**src/rtl/mips_pkg.sv**
```systemverilog
// mips_pkg: shared constants for the single-cycle MIPS execute slice.
//   - Default datapath widths (data word and word-addressed PC).
//   - Opcode/func field encodings for the supported R-type instructions.
//   - 3-bit ALU operation codes driven by the decoder into mips_alu.
package mips_pkg;

    localparam int DATA_W_DEF = 32;
    localparam int PC_W_DEF   = 6;

    // Instruction field encodings
    localparam logic [5:0] OP_RTYPE = 6'b000000;
    localparam logic [5:0] FN_ADD   = 6'b100000;
    localparam logic [5:0] FN_SUB   = 6'b100010;
    localparam logic [5:0] FN_AND   = 6'b100100;
    localparam logic [5:0] FN_OR    = 6'b100101;
    localparam logic [5:0] FN_XOR   = 6'b100110;
    localparam logic [5:0] FN_NOR   = 6'b100111;
    localparam logic [5:0] FN_SLT   = 6'b101010;

    // ALU operation codes (101 is unused and yields zero)
    localparam logic [2:0] ALU_AND = 3'b000;
    localparam logic [2:0] ALU_OR  = 3'b001;
    localparam logic [2:0] ALU_ADD = 3'b010;
    localparam logic [2:0] ALU_XOR = 3'b011;
    localparam logic [2:0] ALU_NOR = 3'b100;
    localparam logic [2:0] ALU_SUB = 3'b110;
    localparam logic [2:0] ALU_SLT = 3'b111;

endpackage

```
**src/rtl/mips_alu.sv**
```systemverilog
// mips_alu: purely combinational 32-bit (DATA_W) ALU.
// Ports:
//   a, b      in  DATA_W  operands
//   alu_op    in  3       operation code (see mips_pkg ALU_*)
//   result    out DATA_W  operation result
//   zero      out 1       result == 0
//   overflow  out 1       signed overflow, only meaningful for ADD/SUB
module mips_alu
    import mips_pkg::*;
#(
    parameter int DATA_W = DATA_W_DEF
) (
    input  logic [DATA_W-1:0] a,
    input  logic [DATA_W-1:0] b,
    input  logic [2:0]        alu_op,
    output logic [DATA_W-1:0] result,
    output logic              zero,
    output logic              overflow
);

    logic [DATA_W-1:0] sum;
    logic [DATA_W-1:0] diff;
    logic              lt;

    assign sum  = a + b;
    assign diff = a - b;
    // Signed compare rather than the difference sign bit, so SLT stays
    // correct when the subtraction itself overflows.
    assign lt   = $signed(a) < $signed(b);

    always_comb begin
        result   = '0;
        overflow = 1'b0;
        case (alu_op)
            ALU_ADD: begin
                result   = sum;
                overflow = (a[DATA_W-1] == b[DATA_W-1]) &&
                           (sum[DATA_W-1] != a[DATA_W-1]);
            end
            ALU_SUB: begin
                result   = diff;
                overflow = (a[DATA_W-1] != b[DATA_W-1]) &&
                           (diff[DATA_W-1] != a[DATA_W-1]);
            end
            ALU_AND: result = a & b;
            ALU_OR:  result = a | b;
            ALU_XOR: result = a ^ b;
            ALU_NOR: result = ~(a | b);
            ALU_SLT: result = {{(DATA_W-1){1'b0}}, lt};
            default: result = '0;
        endcase
    end

    assign zero = (result == '0);

endmodule

```
**src/rtl/mips_exec_unit.sv**
```systemverilog
// mips_exec_unit: PC incrementer, R-type decoder and ALU of the
// single-cycle MIPS core, plus a registered debug copy of the ALU outputs.
// Ports:
//   clk, rst          clock / asynchronous active-low reset
//   instr             fetched instruction (opcode [31:26], func [5:0])
//   a, b, pc          register-file operands and current word PC
//   pc_next           pc + PC_INC (wraps at 2^PC_W)
//   alu_op, reg_write decoded ALU operation and write enable
//   result, zero, overflow             combinational ALU outputs
//   result_q, zero_q, overflow_q       ALU outputs captured each cycle
//   ovf_sticky        set by any captured overflow, cleared by reset only
module mips_exec_unit
    import mips_pkg::*;
#(
    parameter int DATA_W = DATA_W_DEF,
    parameter int PC_W   = PC_W_DEF,
    parameter int PC_INC = 1
) (
    input  logic              clk,
    input  logic              rst,
    input  logic [31:0]       instr,
    input  logic [DATA_W-1:0] a,
    input  logic [DATA_W-1:0] b,
    input  logic [PC_W-1:0]   pc,
    output logic [PC_W-1:0]   pc_next,
    output logic [2:0]        alu_op,
    output logic              reg_write,
    output logic [DATA_W-1:0] result,
    output logic              zero,
    output logic              overflow,
    output logic [DATA_W-1:0] result_q,
    output logic              zero_q,
    output logic              overflow_q,
    output logic              ovf_sticky
);

    localparam logic [PC_W-1:0] PC_STEP = PC_INC[PC_W-1:0];

    logic [5:0] opcode;
    logic [5:0] func;
    logic       ovf_sticky_q;
    logic       ovf_sticky_d;
    logic       unused_instr_bits;

    assign opcode            = instr[31:26];
    assign func              = instr[5:0];
    assign unused_instr_bits = ^instr[25:6];

    // Truncation to PC_W bits gives the modulo wrap.
    assign pc_next = pc + PC_STEP;

    // Unknown opcodes/funcs fall back to ADD with writes suppressed.
    always_comb begin
        alu_op    = ALU_ADD;
        reg_write = 1'b0;
        if (opcode == OP_RTYPE) begin
            reg_write = 1'b1;
            case (func)
                FN_ADD:  alu_op = ALU_ADD;
                FN_SUB:  alu_op = ALU_SUB;
                FN_AND:  alu_op = ALU_AND;
                FN_OR:   alu_op = ALU_OR;
                FN_XOR:  alu_op = ALU_XOR;
                FN_NOR:  alu_op = ALU_NOR;
                FN_SLT:  alu_op = ALU_SLT;
                default: begin
                    alu_op    = ALU_ADD;
                    reg_write = 1'b0;
                end
            endcase
        end
    end

    mips_alu #(
        .DATA_W (DATA_W)
    ) u_alu (
        .a        (a),
        .b        (b),
        .alu_op   (alu_op),
        .result   (result),
        .zero     (zero),
        .overflow (overflow)
    );

    assign ovf_sticky_d = ovf_sticky_q | overflow;

    always_ff @(posedge clk or negedge rst) begin
        if (!rst) begin
            result_q     <= '0;
            zero_q       <= 1'b0;
            overflow_q   <= 1'b0;
            ovf_sticky_q <= 1'b0;
        end else begin
            result_q     <= result;
            zero_q       <= zero;
            overflow_q   <= overflow;
            ovf_sticky_q <= ovf_sticky_d;
        end
    end

    assign ovf_sticky = ovf_sticky_q;

endmodule

```
**config.mk**
```make
export PLATFORM = sky130hd
export DESIGN_NAME = mips_exec_unit
export DESIGN_NICKNAME = d
export VERILOG_FILES = /design/src/rtl/mips_pkg.sv /design/src/rtl/mips_alu.sv /design/src/rtl/mips_exec_unit.sv
export SDC_FILE = /design/constraint.sdc
export NUM_CORES = 1
export LEC_CHECK = 0
export CORE_AREA = 3 3 119 121
export CTS_CLUSTER_SIZE = 16
export DETAILED_ROUTE_END_ITERATION = 7
export DIE_AREA = 0 0 122 124
export PLACE_DENSITY = 0.87
export SLEW_MARGIN = 20
export SYNTH_ARGS = -nofsm -noshare
export SYNTH_HDL_FRONTEND = slang
export SYNTH_SLANG_ARGS = --single-unit
```
**constraint.sdc**
```tcl
create_clock -name clk -period 12.9 [get_ports clk]
set_input_delay 2.58 -clock clk [delete_from_list [all_inputs] [get_ports clk]]
set_output_delay 2.58 -clock clk [all_outputs]
set_load 0.005 [all_outputs]
```
==> results of run 1 <==
cell type report:
cell class                 count  area share (%)
multi-input combinational    801            63.3
timing repair buffer         175            18.9
sequential                    35            9.68
inverter                      99            4.11
tap                          176            2.43
clock buffer                   6            1.54
clock inverter                 1          0.0553
cells in the mapped netlist (4+ instances only):
library cell / instances
ha_1: 111
inv_1: 99
a21oi_1: 96
nor2_1: 84
nand2_1: 65
o21ai_0: 57
clkbuf_1: 41
dfrtp_1: 35
nand2b_1: 25
o211ai_1: 22
nand3_1: 18
xnor2_1: 17
a211oi_1: 16
a31oi_1: 16
o21a_1: 16
o21bai_1: 16
or3_1: 16
nor3_1: 15
nor4_1: 15
nand4_1: 13
nor2b_1: 13
a21o_1: 12
mux2i_1: 10
o221ai_1: 10
o31ai_1: 10
a221oi_1: 9
buf_2: 9
o22ai_1: 8
buf_1: 7
xor2_1: 7
a211o_1: 6
o311ai_0: 6
a31o_2: 5
o221a_2: 5
a221o_1: 4
and3_1: 4
and4_1: 4
power groups by stage:
stage                     Clock, W  Combinational (W)  Sequential, W
final                     0.000117           0.000397       0.000135
after detailed placement         0           0.000387       0.000136
after floorplan                  0           0.000204       0.000139
after global placement           0           0.000382       0.000135
after CTS                 0.000119           0.000390       0.000135
after global routing      0.000123           0.000430       0.000136
layer usage:
metal	track usage (%)	part of all wire, %	vias up
met3	5.45	12	73
met4	10.8	3.0	0
met1	45.5	42	3845
li1	-	-	3868
met2	52.2	43	526
met5	0	0	-
metrics by stage:
step	hold WS [ns]	area, um^2	instances
2_1_floorplan	0.465	7180	992
3_3_place_gp	0.451	8900	1286
3_5_place_dp	0.458	8900	1286
4_1_cts	0.470	9040	1293
5_1_grt	0.495	9040	1293
6_report	0.472	9040	1293
worst max-delay path by stage:
stage          from    to  cells past startpoint
6_report       a[1]  zero                     15
5_1_grt        a[1]  zero                     15
4_1_cts        a[1]  zero                     15
3_5_place_dp   a[1]  zero                     15
3_3_place_gp   a[1]  zero                     15
2_1_floorplan  b[6]  zero                     14
cells by family (layout without fill, tap and decap cells):
group	Yosys count	count (layout)	synth area share, %
simple gates	294	294	21.1
buf+inv	156	281	8.31
flops	35	35	12.2
fa+ha+maj	113	113	19.9
mux	13	13	1.86
xor+xnor	24	24	2.93
compound gates	357	357	33.8
sequential cells by signal, summed over array words and instances, names as in the netlist:
signal and count:
overflow_q 1, ovf_sticky 1, result_q 32, zero_q 1
critical path: stages:
cell and delay (ns):
clkdlybuf4s50_1 0.58, inv_1 0.12, ha_1 0.34, a211oi_1 0.59, or3_1 0.26, a2111o_1 0.25, nand2_1 0.10, o21ai_1 0.29
o221ai_1 0.29, a221oi_1 0.52, a211oi_1 0.14, a21boi_0 0.58, or4b_2 0.66, nor4_2 0.18, clkdlybuf4s50_1 0.57
==> results.md, run 1 <==
* Status: finished, final reports clean
* Slew HR at 43.7%
* Post-synth EDFFs at 0
* Iter 0 DRT Violations at approximately 970
* Hold Path End: ovf_sticky
* Flop pwr share at between 20% and 30%
* Post_cts resized at 0
* Util after Layout at 68.6%
* Yosys reg bits at 35
* FF-to-FF setup slack at 12.13 ns
* Hold-fix buffers, CTS at 0
* Leak pwr at 3.92 nW
* Antenna Violating Nets Remaining at 0
* First-pass GRT wire length at 39800 um
* Crit-path max FO at 4
* Initial core utilization at 54.5%
* Sw Ratio at 40.0%
* Post-route clock period utilization at 82.4%
* PD cells at 71.8 mW/mm^2
* Vias/cell at 6.43
* Top-area cell type share of the netlist area at 19.3%
* Most frequent cells in the layout: clkdlybuf4s50_1, ha_1, inv_1, a21oi_1, nor2_1
* Sw power at 0.000259 W
* Commonest non-fill, non-tap cell in the layout: clkdlybuf4s50_1
* Unique masters post-synth at 81
* Number of global-route vias before repair at 7679
* IO buf count at 162
* Final worst setup slack at 2.27 ns
* Die area at 0.0151 mm^2
* Final min period at 10.63 ns
* Overflow after GRT at 0
* # Post-CTS Setup Buffers at 0
* Max_cap viols at 0
* Antenna Cells at 0
* Final Setup Violations at 0
* Comb pwr share at between 60% and 70%
* Hold path depth at 1
* FMAX at roughly 94 MHz
* Pin count of the biggest net entering global routing at 58
* Final GP Congestion at 1.04
* Mapped Nets at 1209
* Footprint of the multi-input gates at 0.00572 mm^2
* 1st-pass router iterations at 7
* RSZ-0062 raised after global routing: false
* Total Routing Usage GR at 32.8%
* Die height at approximately 120 um
* Root buf cell: clkbuf_16
* Clock network fraction of design power at 18.0%
* FF-to-FF End: ovf_sticky
* Post-DP HPWL at approximately 20000 um
* Largest cells by area after synthesis: ha_1, dfrtp_1, a21oi_1
* Worst Path Required at around 10 ns
* Clock Sinks at 35
* Clock-pin slew of the registers on the worst-case setup and hold paths at 0.05 ns
* Nets at 1334
* Core Footprint at 0.0132 mm^2
* Class of the worst hold path: reg -> reg
* H-tree Lvls at 2
* Row cnt at 42
* Final slew viol count at 0
* Fin Setup TNS at 0 ns
* Yosys top cell by area: ha_1
* CP Class: in -> out
* Max IR drop VDD at 0.0000498 V
* Fill count at 1137
* Final Skew at 0 ns
* Synthesis-to-layout area growth at 25.9%
* Total CTS buffers at 5
* Crit path DAT at approximately 8.1 ns
* R2r worst-path depth at 1
* Initial antenna violation count at 0
* Top FF cell, synth: dfrtp_1
* Synth Instances at between 900 and 1000
* Total Power at 0.000649 W
* Synthesis Warnings at 0
* Hold path start: ovf_sticky
* Worst-Margin Slew at 0.844 ns
* Hold Fails Final Rpt at 0
* Worst Setup End Kind: primary output
* Share of cells above drive strength 1 at approximately 4.6%
* Die Span X at ~120 um
* Sequential area share after synthesis at about an eighth
* Drt wl/cell at 19.7 um
* DRC viols at 0
* Post-placement worst setup slack at roughly 2.4 ns
* Maximum root-to-sink buffer count at 2
* Via count at between 8000 and 9000
* Final wirelength at 25500 um
* Internal Power at 0.000390 W
* Startpoint Class: primary input
* Mapped Area at 0.00718 mm^2
* Async set-or-reset flop fraction in the synthesized netlist at between 90% and 100%
* RR Startpoint: ovf_sticky
* TritonCTS clock tree: yes
* Clock latency on the worst-skew pair at 0.28 ns
* Storage cell area at 876 um^2
* Mapped Avg Cell Area at 7.24 um^2
* I/O pins at 183
Note: power is estimated with default switching activity, not from simulation.
==> run 2: changes to the inputs <==
--- a/config.mk
+++ b/config.mk
@@ -5,11 +5,11 @@
 export SDC_FILE = /design/constraint.sdc
 export NUM_CORES = 1
 export LEC_CHECK = 0
-export CORE_AREA = 3 3 119 121
+export CORE_AREA = 3 3 122 124
 export CTS_CLUSTER_SIZE = 16
 export DETAILED_ROUTE_END_ITERATION = 7
-export DIE_AREA = 0 0 122 124
-export PLACE_DENSITY = 0.87
+export DIE_AREA = 0 0 125 127
+export PLACE_DENSITY = 0.83
 export SLEW_MARGIN = 20
 export SYNTH_ARGS = -nofsm -noshare
 export SYNTH_HDL_FRONTEND = slang
==> constraint.sdc (replaced) <==
create_clock -name clk -period 10.2 [get_ports clk]
set_input_delay 2.04 -clock clk [delete_from_list [all_inputs] [get_ports clk]]
set_output_delay 2.04 -clock clk [all_outputs]
set_load 0.005 [all_outputs]
==> run 2 against run 1 <==
Utilization is 3.0 points lower. Final cell count up 0.77%. Via count decreased by 1.2%. Critical endpoint unchanged. Die area grew 4.9%. Setup slack worse by 1.5 ns. Critical path type unchanged. Clock power is 35% higher. Largest power group unchanged. Highest routed layer unchanged. Sequential cell count did not move. Clock skew stayed put. Global-route usage is 1.4 points lower. Critical path depth unchanged.
==> results.md, run 2 (synthesized netlist as in run 1, its figures left out) <==
* Status: finished, final reports clean
* Die height at 127 um
* Final slew viol count at 0
* Final min period at 9.42 ns
* Largest Register: result_q
* RSZ-0062 raised after global routing: false
* Clock-pin slew of the registers on the worst-case setup and hold paths at 0.05 ns
* Sw power at roughly 0.00033 W
* Comb pwr share at 60.8%
* Worst Path Required at 8.16 ns
* Pin count of the biggest net entering global routing at 75
* Via count at 8215
* First-pass GRT wire length at 40700 um
* Fill count at between 1000 and 1500
* Hold-fix buffers, CTS at 0
* FMAX at 106 MHz
* Fin Setup TNS at 0 ns
* Leak pwr at roughly 3.9 nW
* Post-route clock period utilization at 92.4%
* Finished Layout Cells at 1303
* Total CTS buffers at 5
* Maximum root-to-sink buffer count at 2
* Share of cells above drive strength 1 at approximately 5.1%
* Max IR drop VDD at approximately 0.000057 V
* Final GP Congestion at about 0.96
* DRC viols at 0
* Slew HR at 33.1%
* Placed Area at between 0.008 and 0.009 mm^2
* Die area at 0.0159 mm^2
* # Post-CTS Setup Buffers at 0
* Final wirelength at about 26000 um
* CP Class: in -> out
* Total Routing Usage GR at 31.5%
* Sw Ratio at 39.6%
* 1st-pass router iterations at 6
* Commonest non-fill, non-tap cell in the layout: clkdlybuf4s50_1
* Worst Setup End Kind: primary output
* Post_cts resized at 0
* Most frequent cells in the layout: clkdlybuf4s50_1, ha_1, inv_1, a21oi_1, nor2_1
* Max_cap viols at 0
* Row cnt at 43
* Iter 0 DRT Violations at 795
* Number of global-route vias before repair at 7478
* Startpoint Class: primary input
* Antenna Cells at 0
* Finished Cell Area at 0.00910 mm^2
* Overflow after GRT at 0
* Final Setup Violations at 0
* IO buf count at 162
* PD cells at 92.1 mW/mm^2
* Class of the worst hold path: reg -> reg
* Root buf cell: clkbuf_16
* Synthesis-to-layout area growth at 26.6%
* Crit path DAT at 7.38 ns
* Post-DP HPWL at 20500 um
* Util after Layout at 65.5%
* Crit-path max FO at 11
* Drt wl/cell at ~20 um
* Flop pwr share at 20.4%
* Antenna Violating Nets Remaining at 0
* H-tree Lvls at 2
* I/O pins at 183
* Core Footprint at ~0.014 mm^2
* Hold Fails Final Rpt at 0
* Initial core utilization at 51.8%
* Dpl cells at 1295
* Total Power at 0.000837 W
* Die Span X at 125 um
* Clock network fraction of design power at between 10% and 20%
* Clock Sinks at 35
* Nets at about 1300
* Internal Power at 0.000506 W
* Vias/cell at 6.30
* Largest register FFs at 32
* Clock latency on the worst-skew pair at 0.28 ns
* Final Skew at 0 ns
* Worst-Margin Slew at ~1.0 ns
* TritonCTS clock tree: yes
* Initial antenna violation count at 0
==> run 2: cell types whose count changed in the layout (fill, tap and decap cells not counted) <==
| cell | before | now |
|---|---|---|
| nor3_4 | 1 | 0 |
| buf_4 | 13 | 18 |
| nor3_2 | 0 | 1 |
| clkinv_2 | 1 | 0 |
| clkinvlp_4 | 0 | 1 |
| clkbuf_8 | 1 | 2 |
==> run 2: power by group through the flow <==
| stage | combinational, W | clock, W | sequential [W] |
|---|---|---|---|
| global route | 0.000551 | 0.000167 | 0.000173 |
| finish | 0.000509 | 0.000158 | 0.000170 |
| floorplan | 0.000258 | 0 | 0.000176 |
| detailed placement | 0.000497 | 0 | 0.000172 |
| CTS | 0.000500 | 0.000161 | 0.000171 |
| global placement | 0.000492 | 0 | 0.000171 |
==> run 2: final timing paths <==
kind	startpoint	slack (ns)	end	cells past startpoint
setup / recovery	a[6]	0.78	zero	15
hold / removal	ovf_sticky	0.49	ovf_sticky	1
setup reg to reg	ovf_sticky	9.41	ovf_sticky	1
hold reg to reg	ovf_sticky	0.49	ovf_sticky	1
max in group asynchronous	rst	7.72	result_q[8]	2
min in group asynchronous	rst	2.17	result_q[22]	2
==> run 2: critical path, cell delays in order <==
cell and delay (ns):
clkdlybuf4s50_1 0.53, inv_1 0.06, ha_1 0.49, nand4_1 0.16
or3_1 0.46, a2111o_1 0.47, nand2_1 0.12, o21ai_1 0.13
o221ai_1 0.43, a221oi_1 0.25, or2_2 0.32, a21boi_0 0.50
or4b_2 0.66, nor4_2 0.19, clkdlybuf4s50_1 0.56
==> run 2: final cells by class <==
| type | instances | area, um^2 | share of cell area [%] |
|---|---|---|---|
| Clock buffer | 7 | 153 | 1.68 |
| Multi-Input combinational cell | 801 | 5720 | 62.8 |
| Inverter | 99 | 372 | 4.09 |
| Tap cell | 180 | 225 | 2.48 |
| Timing Repair Buffer | 180 | 1750 | 19.2 |
| Sequential cell | 35 | 876 | 9.63 |
| Clock inverter | 1 | 7.51 | 0.0825 |
==> run 2: stage by stage <==
stage | hold WS [ns] | worst slack [ns]
6_report | 0.490 | 0.776
3_3_place_gp | 0.452 | 0.883
4_1_cts | 0.496 | 0.884
3_5_place_dp | 0.482 | 0.889
5_1_grt | 0.528 | 0.505
2_1_floorplan | 0.465 | 2.91
==> run 2: layer usage <==
metal | track usage [%] | vias to the layer above | part of all wire (%)
li1 | - | 3884 | -
met4 | 9.44 | 0 | 2.7
met1 | 45.5 | 3821 | 45
met5 | 0 | - | 0
met3 | 5.27 | 67 | 10
met2 | 48.2 | 443 | 43
